## src/rtl/match_cnt_pkg.sv

```systemverilog
// Shared types and helpers for the match window counter: FSM state encoding
// and a width-parameterised saturating increment.
package match_cnt_pkg;

  typedef enum logic {
    IDLE  = 1'b0,
    COUNT = 1'b1
  } state_e;

  // Increment that sticks at 2^cnt_w - 1 instead of wrapping.
  function automatic logic [31:0] sat_inc(input logic [31:0] val,
                                          input int unsigned cnt_w);
    logic [31:0] max_val;
    max_val = (cnt_w >= 32) ? '1 : ((32'd1 << cnt_w) - 32'd1);
    return (val >= max_val) ? max_val : (val + 32'd1);
  endfunction

endpackage

```

## src/rtl/result_hold_reg.sv

```systemverilog
// Single-entry valid/ready holding register. A load arriving while an
// untaken result is held is discarded and reported on drop for one cycle.
module result_hold_reg #(
  parameter int W = 8
) (
  input  logic         clk,
  input  logic         rst_n,
  input  logic         load,
  input  logic [W-1:0] load_data,
  input  logic         ready,
  output logic [W-1:0] data,
  output logic         valid,
  output logic         drop
);

  logic [W-1:0] data_q, data_d;
  logic         valid_q, valid_d;
  logic         drop_q, drop_d;
  logic         accept;

  // NOTE: every variable written here gets a value on every path first,
  // otherwise synthesis infers a latch to hold the missing case.
  always_comb begin
    accept  = load && (!valid_q || ready);
    data_d  = accept ? load_data : data_q;
    valid_d = accept || (valid_q && !ready);
    drop_d  = load && valid_q && !ready;
  end

  // NOTE: sequential state uses non-blocking assignments so every register
  // samples pre-edge values regardless of statement order.
  always_ff @(posedge clk or negedge rst_n) begin
    if (!rst_n) begin
      data_q  <= '0;
      valid_q <= 1'b0;
      drop_q  <= 1'b0;
    end else begin
      data_q  <= data_d;
      valid_q <= valid_d;
      drop_q  <= drop_d;
    end
  end

  assign data  = data_q;
  assign valid = valid_q;
  assign drop  = drop_q;

endmodule

```

## src/rtl/match_window_counter.sv

```systemverilog
// Counts high cycles of a match pulse over back-to-back windows of WINDOW
// cycles and publishes each saturated total through a valid/ready register.
module match_window_counter #(
  parameter int WINDOW = 16,
  parameter int CNT_W  = 8
) (
  input  logic             clk,
  input  logic             reset,
  input  logic             en,
  input  logic             match_in,
  output logic [CNT_W-1:0] cnt_data,
  output logic             cnt_valid,
  input  logic             cnt_ready,
  output logic             overrun,
  output logic             busy
);

  import match_cnt_pkg::*;

  localparam int             WIN_W    = $clog2(WINDOW);
  localparam logic [WIN_W-1:0] WIN_LAST = WIN_W'(WINDOW - 1);

  state_e           state_q;
  logic [WIN_W-1:0] win_q, win_d;
  logic [CNT_W-1:0] acc_q, acc_d;
  logic [CNT_W-1:0] acc_sum;
  logic             busy_q;
  logic             win_end;

  always_comb begin
    acc_sum = match_in ? CNT_W'(sat_inc(32'(acc_q), CNT_W)) : acc_q;
    win_end = (state_q == COUNT) && en && (win_q == WIN_LAST);
    acc_d   = '0;
    win_d   = '0;
    // Abort and window end both restart from zero; only a mid-window sample accumulates.
    if (state_q == COUNT && en && win_q != WIN_LAST) begin
      acc_d = acc_sum;
      win_d = win_q + WIN_W'(1);
    end
  end

  always_ff @(posedge clk or negedge reset) begin
    if (!reset) begin
      state_q <= IDLE;
      busy_q  <= 1'b0;
      win_q   <= '0;
      acc_q   <= '0;
    end else begin
      win_q <= win_d;
      acc_q <= acc_d;
      case (state_q)
        IDLE: begin
          if (en) begin
            state_q <= COUNT;
            busy_q  <= 1'b1;
          end
        end
        COUNT: begin
          if (!en) begin
            state_q <= IDLE;
            busy_q  <= 1'b0;
          end
        end
        default: begin
          state_q <= IDLE;
          busy_q  <= 1'b0;
        end
      endcase
    end
  end

  assign busy = busy_q;

  result_hold_reg #(
    .W(CNT_W)
  ) u_hold (
    .clk      (clk),
    .rst_n    (reset),
    .load     (win_end),
    .load_data(acc_sum),
    .ready    (cnt_ready),
    .data     (cnt_data),
    .valid    (cnt_valid),
    .drop     (overrun)
  );

endmodule

```

## config.mk

```make
export PLATFORM = sky130hd
export DESIGN_NAME = match_window_counter
export DESIGN_NICKNAME = d
export VERILOG_FILES = /design/src/rtl/match_cnt_pkg.sv /design/src/rtl/result_hold_reg.sv /design/src/rtl/match_window_counter.sv
export SDC_FILE = /design/constraint.sdc
export NUM_CORES = 1
export LEC_CHECK = 0
export CORE_ASPECT_RATIO = 0.9
export CORE_MARGIN = 2
export CORE_UTILIZATION = 25
export DETAILED_ROUTE_END_ITERATION = 6
export GPL_TIMING_DRIVEN = 1
export MAX_ROUTING_LAYER = met4
export PLACE_DENSITY_LB_ADDON = 0.3
export SYNTH_ARGS = -nofsm -noshare
export SYNTH_HDL_FRONTEND = slang
export SYNTH_SLANG_ARGS = --single-unit
```

## constraint.sdc

```tcl
create_clock -name clk -period 4.5 [get_ports clk]
set_clock_uncertainty 0.15 [all_clocks]
set_input_delay 1.35 -clock clk [delete_from_list [all_inputs] [get_ports clk]]
set_output_delay 1.35 -clock clk [all_outputs]
set_load 0.02 [all_outputs]
```

==> run summary <==
Reg2reg path depth: 4
Final Worst Setup Slack: 1492 ps
Htree depth: 1
Design area: 1395 um2
Async SR Flop Fraction: 100.0%
Top cells by area, synth: dfrtp_1, o21ai_0, ha_1, o31ai_1, nand4_1
Post-detail-place hpwl: 1.770 mm
CP arrival: 3030 ps
I/O pin total: 16
RSZ-0062 raised after global routing: false
Number of global-route vias before repair: 865
WL/cell: 13.49 um
Primary FF master, synth: dfrtp_1
Die H: 67.78 um
Setup Fix Bufs, Post-CTS: 0
Setup WS pre-CTS: 1238 ps
Post-synth top cells: dfrtp_1, o21ai_0, nor2_1
Synthesized instance count: 102
Max Slew Vio Count: 0
Synth unique cells: 32
Worst skew pair latency: 270 ps
Seq/Total Area, Yosys: 53.16%
CP required: 4520 ps
Vias/cell: 4.584
Vias: 816
Max Root-Sink Buffers: 2
Mapped Avg Cell Area: 11.08 um2
Initial antenna violation count: 0
TNS Setup: 0 ps
ANT nets after route: 0
Port Buffers: 15
Total power: 434.8 uW
Hold Path Sink: busy$_DFFE_PN0P_
Crit Path Category: input port to register
GRT Util Overall: 11.25%
Minimum clock period: 3008 ps
CTS sink count: 24
Hold wc startpoint: state_q$_DFF_PN0_
Die width: 74.86 um
Register area: 600.6 um2
Leak: 0.5852 nW
Die area: 5074 um2
Maximum VDD drop: 182.8 uV
Crit-path max FO: 11
R2R Path Start: win_q[0]$_DFF_PN0_
Final net count: 125
Most frequent cell after synthesis: dfrtp_1
Worst setup SP type: input port
Pre-Repair DR Iteration Count: 4
Final hold violation count: 0
Core Area: 4403 um2
First-pass GRT wire length: 4.229 mm
Crit end category: register
Final GP Congestion: 0.7750
Worst relative slew slack: 29.68%
Area leader, netlist: dfrtp_1
GR Util met2: 17.54%
Clock Pin Slew Worst Setup and Hold Paths: 90 ps
R2R setup slack: 2670 ps
1st-iter DRT viols: 30
Hold path depth: 1
Layout area overhead: 23.48%
Worst Hold Class: register to register
Tcrit/Tclk final: 66.85%
Max_cap viols: 0
Worst Max-Slew Pin Slew: 1052 ps
Seq cells post-synth: 24
Pin count of the biggest net entering global routing: 25
# fillers: 454
Post-cts resize count: 0
Initial Util: 25.66%
Pwr dens: 311.7 nW/um2
Met1 usage: 14.51%
N_diodes: 0
GRT overflow: 0
Synth Warn #: 0
Placed inst area: 1324 um2
Share of the synthesized area in the top cell type: 53.16%
Ratio of cells with drive above 1 in the final layout: 11.21%
Most Crowded Layer GR: met2
Rows: 23
Final setup viols: 0
CTS Hold Buffers Added: 0
Multi-input logic area: 480.5 um2
FF-to-FF End: u_hold.data[5]$_DFFE_PN0P_
Mapped cell area: 1130 um2
CTS Root Cell: clkbuf_8
M3 GR Usage: 3.582%
Status: finished, final reports clean
Drt drc: 0
CTS tree: yes
CTS Buf Count: 3
Count of flip-flops with a built-in enable after synthesis: 0
Syn_nets: 110
F_max: 0.3324 GHz
Final Routed Wirelength: 2.402 mm
layout by cell type, fill, tap and decap left out, drive strengths merged, types with 3 or more instances in the layout:
master	n
clkdlybuf4s50	15
nor3	5
ha	3
dfrtp	24
clkbuf	3
o31ai	5
inv	4
a21oi	3
and3	4
nor2	6
o21ai	11
xor2	3
nand2	3
nand4	6
stage by stage:
step	hold slack (ps)	utilization, %	std cells
4_1_cts	333.0	31.69	178
6_report	320.2	31.69	178
5_1_grt	357.6	31.69	178
3_3_place_gp	308.1	30.07	174
3_5_place_dp	327.2	30.07	174
2_1_floorplan	280.1	-	102
cell families (layout without fill, tap and decap cells):
group | Yosys count | count (layout) | share of synthesized area [%]
compound gates | 26 | 26 | 14.95
xor+xnor | 3 | 3 | 2.326
fa+ha+maj | 3 | 3 | 3.323
buf+inv | 9 | 23 | 4.318
flops | 24 | 24 | 53.16
mux | 2 | 2 | 1.883
simple gates | 35 | 35 | 20.04
critical path, stage by stage:
cell and delay (ps):
clkdlybuf4s50_1 490, ha_1 210, nand4_1 310, nand2b_1 390
o31ai_1 280
registers in the layout, summed over array words and instances, names as in the netlist:
name          cells
acc_q             8
u_hold.drop       1
busy              1
u_hold.data       8
win_q             4
u_hold.valid      1
state_q           1
report_power, final:
group	internal [mW]	total [mW]	switching, mW
Sequential	0.219	0.221	0.00243
Combinational	0.00918	0.0224	0.0133
Clock	0.119	0.191	0.0723
Total	0.347	0.435	0.0880
metal layers:
| layer | vias up | part of all wire (%) | wire [um] |
|---|---|---|---|
| met3 | 4 | 4.8 | 116 |
| met1 | 393 | 50 | 1199 |
| li1 | 404 | - | - |
| met4 | 0 | 1.3 | 31 |
| met5 | - | 0 | 0 |
| met2 | 15 | 44 | 1054 |
layout make-up:
| cell class | count | area share, % |
|---|---|---|
| Tap cell | 62 | 5.561 |
| Inverter | 4 | 1.076 |
| Clock inverter | 1 | 2.152 |
| Timing Repair Buffer | 15 | 10.76 |
| Clock buffer | 3 | 2.960 |
| Multi-Input combinational cell | 69 | 34.44 |
| Sequential cell | 24 | 43.05 |
how the worst max path moves through the flow:
stage / from / endpoint / slack (ps)
floorplan: en / u_hold.data[5]$_DFFE_PN0P_ / 2160
CTS: en / u_hold.data[5]$_DFFE_PN0P_ / 1510
global route: en / u_hold.data[4]$_DFFE_PN0P_ / 1300
finish: en / u_hold.data[5]$_DFFE_PN0P_ / 1490
detailed placement: en / u_hold.data[5]$_DFFE_PN0P_ / 1240
global placement: en / u_hold.data[5]$_DFFE_PN0P_ / 1330
No activity file was read; power rests on OpenSTA's default activity.
